`config.mk`:
```
export PLATFORM = sky130hd
export DESIGN_NAME = reorder_buffer_flat
export DESIGN_NICKNAME = d
export VERILOG_FILES = /design/src/rtl/reorder_buffer_pkg.sv /design/src/rtl/reorder_buffer_if.sv /design/src/rtl/reorder_buffer.sv /design/src/flat_wrapper.sv
export SDC_FILE = /design/constraint.sdc
export NUM_CORES = 1
export LEC_CHECK = 0
export BUFFER_PORTS_ARGS = -buffer_cell sky130_fd_sc_hd__buf_4
export CAP_MARGIN = 20
export CORE_UTILIZATION = 50
export DETAILED_ROUTE_END_ITERATION = 16
export GPL_TIMING_DRIVEN = 0
export MAX_ROUTING_LAYER = met4
export PLACE_DENSITY = 0.67
export SETUP_SLACK_MARGIN = 0.15
export SYNTH_ARGS = -nofsm -noshare
export SYNTH_HDL_FRONTEND = slang
export SYNTH_SLANG_ARGS = --single-unit
export TNS_END_PERCENT = 5
```
`constraint.sdc`:
```
create_clock -name clk -period 3.8 [get_ports clk]
set_input_delay 0.38 -clock clk [delete_from_list [all_inputs] [get_ports clk]]
set_output_delay 0.38 -clock clk [all_outputs]
set_load 0.02 [all_outputs]
```
`src/rtl/reorder_buffer_pkg.sv`:
```
// ============================================================================
// reorder_buffer_pkg: shared sizes, entry record and index helper for the ROB.
// Revision: 1.0
// ============================================================================
`default_nettype none

package reorder_buffer_pkg;

  localparam int DEPTH  = 16;
  localparam int IDX_W  = 4;
  localparam int PREG_W = 6;
  localparam int AREG_W = 5;

  // Also used by rename to mark "no physical destination".
  localparam logic [PREG_W-1:0] INVALID_PREG = 6'h3F;

  typedef struct packed {
    logic              valid;
    logic              done;
    logic              has_dest;
    logic [AREG_W-1:0] arch_rd;
    logic [PREG_W-1:0] phys_rd;
  } rob_entry_t;

  function automatic logic [IDX_W-1:0] idx_inc(input logic [IDX_W-1:0] idx);
    return idx + 1'b1;
  endfunction

endpackage

`default_nettype wire

```
`src/rtl/reorder_buffer_if.sv`:
```
// ============================================================================
// rob_if: allocate / complete / retire signal bundle of the reorder buffer.
// Revision: 1.0
// ============================================================================
`default_nettype none

interface rob_if;
  import reorder_buffer_pkg::*;

  logic              alloc_valid;
  logic              alloc_has_dest;
  logic [AREG_W-1:0] alloc_arch_rd;
  logic [PREG_W-1:0] alloc_phys_rd;
  logic              alloc_ready;
  logic [IDX_W-1:0]  alloc_rob_idx;
  logic              cmpl0_valid;
  logic [IDX_W-1:0]  cmpl0_rob_idx;
  logic              cmpl1_valid;
  logic [IDX_W-1:0]  cmpl1_rob_idx;
  logic              commit_valid;
  logic              retire_valid;
  logic [PREG_W-1:0] retire_phys_reg;
  logic [AREG_W-1:0] retire_arch_rd;
  logic [IDX_W:0]    rob_count;
  logic              rob_empty;

  modport slave (
    input  alloc_valid, alloc_has_dest, alloc_arch_rd, alloc_phys_rd,
    input  cmpl0_valid, cmpl0_rob_idx, cmpl1_valid, cmpl1_rob_idx,
    output alloc_ready, alloc_rob_idx, commit_valid, retire_valid,
    output retire_phys_reg, retire_arch_rd, rob_count, rob_empty
  );

  modport master (
    output alloc_valid, alloc_has_dest, alloc_arch_rd, alloc_phys_rd,
    output cmpl0_valid, cmpl0_rob_idx, cmpl1_valid, cmpl1_rob_idx,
    input  alloc_ready, alloc_rob_idx, commit_valid, retire_valid,
    input  retire_phys_reg, retire_arch_rd, rob_count, rob_empty
  );

endinterface

`default_nettype wire

```
`src/rtl/reorder_buffer.sv`:
```
// ============================================================================
// reorder_buffer: in-order retirement buffer; allocates at tail, marks done
// from two completion ports, retires the oldest done entry once per cycle.
// Revision: 1.0
// ============================================================================
`default_nettype none

module reorder_buffer
  import reorder_buffer_pkg::*;
(
  input  logic  clk,
  input  logic  reset_n,
  rob_if.slave  rob
);

  localparam logic [IDX_W:0] FULL_COUNT = (IDX_W+1)'(DEPTH);

  rob_entry_t        entries_q [DEPTH];
  rob_entry_t        entries_d [DEPTH];
  logic [IDX_W-1:0]  head_q, head_d;
  logic [IDX_W-1:0]  tail_q, tail_d;
  logic [IDX_W:0]    count_q, count_d;
  logic              commit_q, commit_d;
  logic              retv_q, retv_d;
  logic [PREG_W-1:0] rphys_q, rphys_d;
  logic [AREG_W-1:0] rarch_q, rarch_d;
  logic              alloc_fire;
  logic              retire_fire;

  assign alloc_fire  = rob.alloc_valid && (count_q != FULL_COUNT);
  assign retire_fire = entries_q[head_q].valid && entries_q[head_q].done;

  always_comb begin
    entries_d = entries_q;
    head_d    = head_q;
    tail_d    = tail_q;
    count_d   = count_q;
    commit_d  = 1'b0;
    retv_d    = 1'b0;
    rphys_d   = rphys_q;
    rarch_d   = rarch_q;

    if (retire_fire) begin
      entries_d[head_q].valid = 1'b0;
      entries_d[head_q].done  = 1'b0;
      head_d   = idx_inc(head_q);
      commit_d = 1'b1;
      retv_d   = entries_q[head_q].has_dest;
      rphys_d  = entries_q[head_q].phys_rd;
      rarch_d  = entries_q[head_q].arch_rd;
    end

    // Validity is checked after the retire clear so a late completion
    // aimed at the retiring head cannot resurrect it.
    if (rob.cmpl0_valid && entries_d[rob.cmpl0_rob_idx].valid)
      entries_d[rob.cmpl0_rob_idx].done = 1'b1;
    if (rob.cmpl1_valid && entries_d[rob.cmpl1_rob_idx].valid)
      entries_d[rob.cmpl1_rob_idx].done = 1'b1;

    if (alloc_fire) begin
      entries_d[tail_q] = '{valid:    1'b1,
                            done:     1'b0,
                            has_dest: rob.alloc_has_dest,
                            arch_rd:  rob.alloc_arch_rd,
                            phys_rd:  rob.alloc_phys_rd};
      tail_d = idx_inc(tail_q);
    end

    case ({alloc_fire, retire_fire})
      2'b10:   count_d = count_q + 1'b1;
      2'b01:   count_d = count_q - 1'b1;
      default: count_d = count_q;
    endcase
  end

  always_ff @(posedge clk or negedge reset_n) begin
    if (!reset_n) begin
      for (int i = 0; i < DEPTH; i++) entries_q[i] <= '0;
      head_q   <= '0;
      tail_q   <= '0;
      count_q  <= '0;
      commit_q <= 1'b0;
      retv_q   <= 1'b0;
      rphys_q  <= '0;
      rarch_q  <= '0;
    end else begin
      entries_q <= entries_d;
      head_q    <= head_d;
      tail_q    <= tail_d;
      count_q   <= count_d;
      commit_q  <= commit_d;
      retv_q    <= retv_d;
      rphys_q   <= rphys_d;
      rarch_q   <= rarch_d;
    end
  end

  assign rob.alloc_ready     = (count_q != FULL_COUNT);
  assign rob.alloc_rob_idx   = tail_q;
  assign rob.commit_valid    = commit_q;
  assign rob.retire_valid    = retv_q;
  assign rob.retire_phys_reg = rphys_q;
  assign rob.retire_arch_rd  = rarch_q;
  assign rob.rob_count       = count_q;
  assign rob.rob_empty       = (count_q == '0);

endmodule

`default_nettype wire
```
`src/flat_wrapper.sv`:
```
// flat-port wrapper written by rule: the top's interface ports become plain ports
module reorder_buffer_flat import reorder_buffer_pkg::*;
  (clk, reset_n, rob_alloc_valid, rob_alloc_has_dest, rob_alloc_arch_rd, rob_alloc_phys_rd, rob_cmpl0_valid, rob_cmpl0_rob_idx, rob_cmpl1_valid, rob_cmpl1_rob_idx, rob_alloc_ready, rob_alloc_rob_idx, rob_commit_valid, rob_retire_valid, rob_retire_phys_reg, rob_retire_arch_rd, rob_rob_count, rob_rob_empty);
  rob_if rob_i ();
  input  logic clk;
  input  logic reset_n;
  input wire logic [$bits(rob_i.alloc_valid)-1:0] rob_alloc_valid;
  input wire logic [$bits(rob_i.alloc_has_dest)-1:0] rob_alloc_has_dest;
  input wire logic [$bits(rob_i.alloc_arch_rd)-1:0] rob_alloc_arch_rd;
  input wire logic [$bits(rob_i.alloc_phys_rd)-1:0] rob_alloc_phys_rd;
  input wire logic [$bits(rob_i.cmpl0_valid)-1:0] rob_cmpl0_valid;
  input wire logic [$bits(rob_i.cmpl0_rob_idx)-1:0] rob_cmpl0_rob_idx;
  input wire logic [$bits(rob_i.cmpl1_valid)-1:0] rob_cmpl1_valid;
  input wire logic [$bits(rob_i.cmpl1_rob_idx)-1:0] rob_cmpl1_rob_idx;
  output wire logic [$bits(rob_i.alloc_ready)-1:0] rob_alloc_ready;
  output wire logic [$bits(rob_i.alloc_rob_idx)-1:0] rob_alloc_rob_idx;
  output wire logic [$bits(rob_i.commit_valid)-1:0] rob_commit_valid;
  output wire logic [$bits(rob_i.retire_valid)-1:0] rob_retire_valid;
  output wire logic [$bits(rob_i.retire_phys_reg)-1:0] rob_retire_phys_reg;
  output wire logic [$bits(rob_i.retire_arch_rd)-1:0] rob_retire_arch_rd;
  output wire logic [$bits(rob_i.rob_count)-1:0] rob_rob_count;
  output wire logic [$bits(rob_i.rob_empty)-1:0] rob_rob_empty;
  assign rob_i.alloc_valid = rob_alloc_valid;
  assign rob_i.alloc_has_dest = rob_alloc_has_dest;
  assign rob_i.alloc_arch_rd = rob_alloc_arch_rd;
  assign rob_i.alloc_phys_rd = rob_alloc_phys_rd;
  assign rob_i.cmpl0_valid = rob_cmpl0_valid;
  assign rob_i.cmpl0_rob_idx = rob_cmpl0_rob_idx;
  assign rob_i.cmpl1_valid = rob_cmpl1_valid;
  assign rob_i.cmpl1_rob_idx = rob_cmpl1_rob_idx;
  assign rob_alloc_ready = rob_i.alloc_ready;
  assign rob_alloc_rob_idx = rob_i.alloc_rob_idx;
  assign rob_commit_valid = rob_i.commit_valid;
  assign rob_retire_valid = rob_i.retire_valid;
  assign rob_retire_phys_reg = rob_i.retire_phys_reg;
  assign rob_retire_arch_rd = rob_i.retire_arch_rd;
  assign rob_rob_count = rob_i.rob_count;
  assign rob_rob_empty = rob_i.rob_empty;
  reorder_buffer u_core (.clk(clk), .reset_n(reset_n), .rob(rob_i));
endmodule
```
==> summary.txt <==
=================================================================================
Overall Global Routing Usage .......................................        26.4%
DRC violations left ................................................            0
PnR worst setup slack ..............................................     0.371 ns
Count of mapped cells out of synthesis .............................          831
Die height .........................................................       158 µm
Internal power consumption .........................................      8860 µW
Vias in the first global route .....................................         7742
Number of I/O port buffers .........................................           45
Total design power .................................................     13300 µW
RSZ-0062 raised after global routing ...............................           no
Vias/cell ..........................................................         5.98
Fraction of power consumed by sequential logic .....................        35.1%
Width of the die ...................................................       158 µm
Part of the total power dissipated in the clock network ............        21.6%
Flip-flop count of the largest register after layout ...............          224
Maximum fanout along the worst path ................................           10
Required time of the worst setup path ..............................      4.22 ns
Hold crit path type ................................................       in2reg
Total standard cell area after synthesis ...........................    12100 µm²
Mean Syn Cell Area .................................................     14.6 µm²
CTS H-tree depth ...................................................            1
CTS Buf Count ......................................................           28
FF/Latch Area ......................................................     6260 µm²
HPWL after DPL .....................................................     19400 µm
Average wire per standard cell .....................................      24.0 µm
Category of the worst setup path capture point .....................         flop
Number of endpoints failing setup at the final stage ...............            0
Fraction of power spent switching nets .............................        33.5%
Relative contribution of combinational cells to total power ........        43.3%
Power density normalized to cell area ..............................   954 nW/µm²
Pre-CTS WS .........................................................    -0.157 ns
Minimum clock period ...............................................      3.43 ns
Slew @ Worst Pin ...................................................      1.11 ns
Sink Count .........................................................          250
Max-slew headroom at the worst pin .................................        25.8%
Number of endpoints with negative hold slack in the final report ...            0
Drt total wl .......................................................     30000 µm
Crit path DAT ......................................................      3.85 ns
Psw ................................................................      4470 µW
Post-layout nets ...................................................          948
TritonCTS clock tree ...............................................          yes
Area growth, synth to finish .......................................        15.4%
Outcome ............................................................ finished, final reports clean
Final antenna-violating net count ..................................            0
Period utilisation layout ..........................................        90.2%
Count of final max-slew check failures .............................            0
FFs w/ async S/R, synth ............................................         100%
Maximum clock insertion buffer count ...............................            3
Share of Yosys cell area claimed by the top area cell type .........        51.7%
VDD IR-drop max ....................................................     0.559 mV
Pin count of the biggest net entering global routing ...............          124
Antenna violations before repair ...................................            0
Library cell occupying the most area in the post-synthesis netlist . sky130_fd_sc_hd__dfrtp_1
Post-Place Cell Area ...............................................    12900 µm²
Die Area ...........................................................    24800 µm²
Crit Path Category .................................................      reg2reg
Maximum clock frequency ............................................      292 MHz
Net count after synthesis ..........................................          869
Count of flip-flops with a built-in enable after synthesis .........            0
Fin area ...........................................................    14000 µm²
Maximum clock skew at final layout .................................   0.00854 ns
Iteration-0 DRC count of the detailed router .......................          538
Top flip-flop cell by instance count after synthesis ............... sky130_fd_sc_hd__dfrtp_1
Count of maximum capacitance violations ............................            0
Clock Tree Root .................................................... sky130_fd_sc_hd__clkbuf_16
Fraction of the yosys area taken by sequential cells ...............        51.7%
Cell types with the largest area share after synthesis ............. sky130_fd_sc_hd__dfrtp_1 52%, sky130_fd_sc_hd__mux2_2 19%, sky130_fd_sc_hd__mux4_2 13%
CTS clock-pin slew for the worst setup and hold paths ..............      0.06 ns
Fillers ............................................................         1859
Routability Congestion .............................................        0.932
Clock latency of the later-clocked register in the worst-skew pair .      0.54 ns
Ratio of cells with drive above 1 in the final layout ..............        46.4%
Area of combinational cells with multiple inputs ...................     5510 µm²
Core Region ........................................................    23600 µm²
Starting Density ...................................................        51.3%
Number of antenna diodes ...........................................            0
Overall overflow remaining after global route ......................            0
Kind of launch point of the worst setup path .......................         flop
Leakage power summed over all cells ................................   0.00608 µW
Flop and latch count out of synthesis ..............................          250
Std-Cell Rows ......................................................           56
First-pass detailed-route iteration total ..........................            4
Fin util ...........................................................        59.2%
Total number of vias ...............................................         7477
Number of unique standard cell types used by synthesis .............           57
Number of warnings printed during yosys synthesis ..................            0
Wire length of the first global-routing pass .......................     46500 µm
Number of top-level pins ...........................................           49
=================================================================================
-- repair_timing --
| action | in CTS | in global routing |
|---|---|---|
| endpoints found under the setup margin | 2 | 1 |
| gates resized for setup | 4 | 6 |
| endpoints found under the hold margin | 12 | 0 |
| setup buffers | 1 | 0 |
| pin swaps | 1 | 1 |
| hold buffers | 1 | 0 |
-- through the flow --
stage / TNS [ns] / cells / hold slack, ns
finish: 0 / 1250 / 0.129
global route: 0 / 1250 / 0.122
CTS: 0 / 1250 / 0.117
detailed placement: -0.157 / 1197 / 0.191
global placement: -0.161 / 1195 / 0.482
floorplan: 0 / 831 / 0.0844
-- worst max-delay path, cell delays in order (launching register included) --
cell	delay (ns)
sky130_fd_sc_hd__dfrtp_1	0.39
sky130_fd_sc_hd__buf_6	0.19
sky130_fd_sc_hd__mux4_2	0.55
sky130_fd_sc_hd__mux2i_4	0.22
sky130_fd_sc_hd__a21oi_2	0.15
sky130_fd_sc_hd__a21oi_4	0.25
sky130_fd_sc_hd__buf_12	0.19
sky130_fd_sc_hd__inv_1	0.07
sky130_fd_sc_hd__ha_2	0.21
sky130_fd_sc_hd__fa_2	0.36
sky130_fd_sc_hd__a21o_1	0.18
sky130_fd_sc_hd__a21oi_1	0.17
sky130_fd_sc_hd__xor2_1	0.16
sky130_fd_sc_hd__nor2_1	0.07
sky130_fd_sc_hd__xor2_1	0.15
-- cell usage after synthesis, drive strengths merged, types with 3 or more instances --
master,instances
a2111oi,3
a21boi,4
a21oi,8
a22o,6
a22oi,3
a31oi,7
and2,3
buf,35
clkbuf,26
dfrtp,250
ha,12
inv,18
mux2,212
mux2i,4
mux4,72
nand2,52
nand3,27
nand4,13
nor2,6
nor2b,13
o21ai,15
o2bb2ai,7
xnor2,7
xor2,4
-- power groups by stage --
stage	Sequential (µW)	Combinational [µW]	Clock, µW
floorplan	4570	4190	0
global placement	4640	5560	0
detailed placement	4690	5680	0
CTS	4660	5760	2930
global route	4820	6200	3040
finish	4680	5780	2880
-- path summary, 6_finish.rpt --
path | from | end | slack, ns | cells after the start
worst max-delay path | u_core.head_q[0]$_DFFE_PN0N_ | u_core.rob.rob_count[4]$_DFFE_PN0P_ | 0.37 | 14
worst min-delay path | rob_alloc_phys_rd[2] | u_core.entries_q[16]$_DFFE_PN0P_ | 0.13 | 2
worst max register to register | u_core.head_q[0]$_DFFE_PN0N_ | u_core.rob.rob_count[4]$_DFFE_PN0P_ | 0.37 | 14
worst min register to register | u_core.entries_q[136]$_DFFE_PN0P_ | u_core.entries_q[136]$_DFFE_PN0P_ | 0.50 | 1
max in group asynchronous | reset_n | u_core.entries_q[143]$_DFFE_PN0P_ | 2.73 | 3
min in group asynchronous | reset_n | u_core.entries_q[54]$_DFF_PN0_ | 0.23 | 2
-- cells in the final DEF (no fill, tap or decap), types with 13 or more instances in the layout --
cell type                   netlist  layout
sky130_fd_sc_hd__mux4_2          72      72
sky130_fd_sc_hd__buf_2           28      28
sky130_fd_sc_hd__clkbuf_16        0      29
sky130_fd_sc_hd__o21ai_0         14      13
sky130_fd_sc_hd__nand2_1         52      52
sky130_fd_sc_hd__nor2b_1         13      13
sky130_fd_sc_hd__nand3_1         27      27
sky130_fd_sc_hd__inv_1           17      17
sky130_fd_sc_hd__nand4_1         13      13
sky130_fd_sc_hd__buf_4            2      47
sky130_fd_sc_hd__dfrtp_1        250     250
sky130_fd_sc_hd__clkbuf_1        26      27
sky130_fd_sc_hd__mux2_2         205     205
-- final cells by class --
| type | instances | share of cell area [%] |
|---|---|---|
| multi-input cells | 501 | 39.5 |
| well taps | 319 | 2.86 |
| plain buffers | 61 | 2.22 |
| clock buffers | 36 | 5.81 |
| repair buffers | 49 | 2.99 |
| inverters | 19 | 0.537 |
| flip-flops and latches | 250 | 44.8 |
| clock inverters | 15 | 1.36 |
-- layer usage --
metal | vias to the layer above | part of all wire (%) | routed length (µm) | GRT usage, %
met5 | - | 0 | 0 | -
met4 | 0 | 3.3 | 988 | 8.60
met3 | 64 | 5.7 | 1700 | 5.09
met2 | 197 | 45 | 13700 | 38.7
met1 | 3959 | 46 | 13700 | 37.1
li1 | 3257 | - | - | -
-- cell families (layout without fill, tap and decap cells) --
family	count (synthesis)	after routing	share of synthesized area (%)
fa+ha+maj	13	13	1.41
xor+xnor	11	11	0.796
flops	250	250	51.7
mux	288	288	33.7
compound gates	66	66	4.35
simple gates	123	123	5.03
buf+inv	80	180	3.11
(Power assumes the default switching activity.)
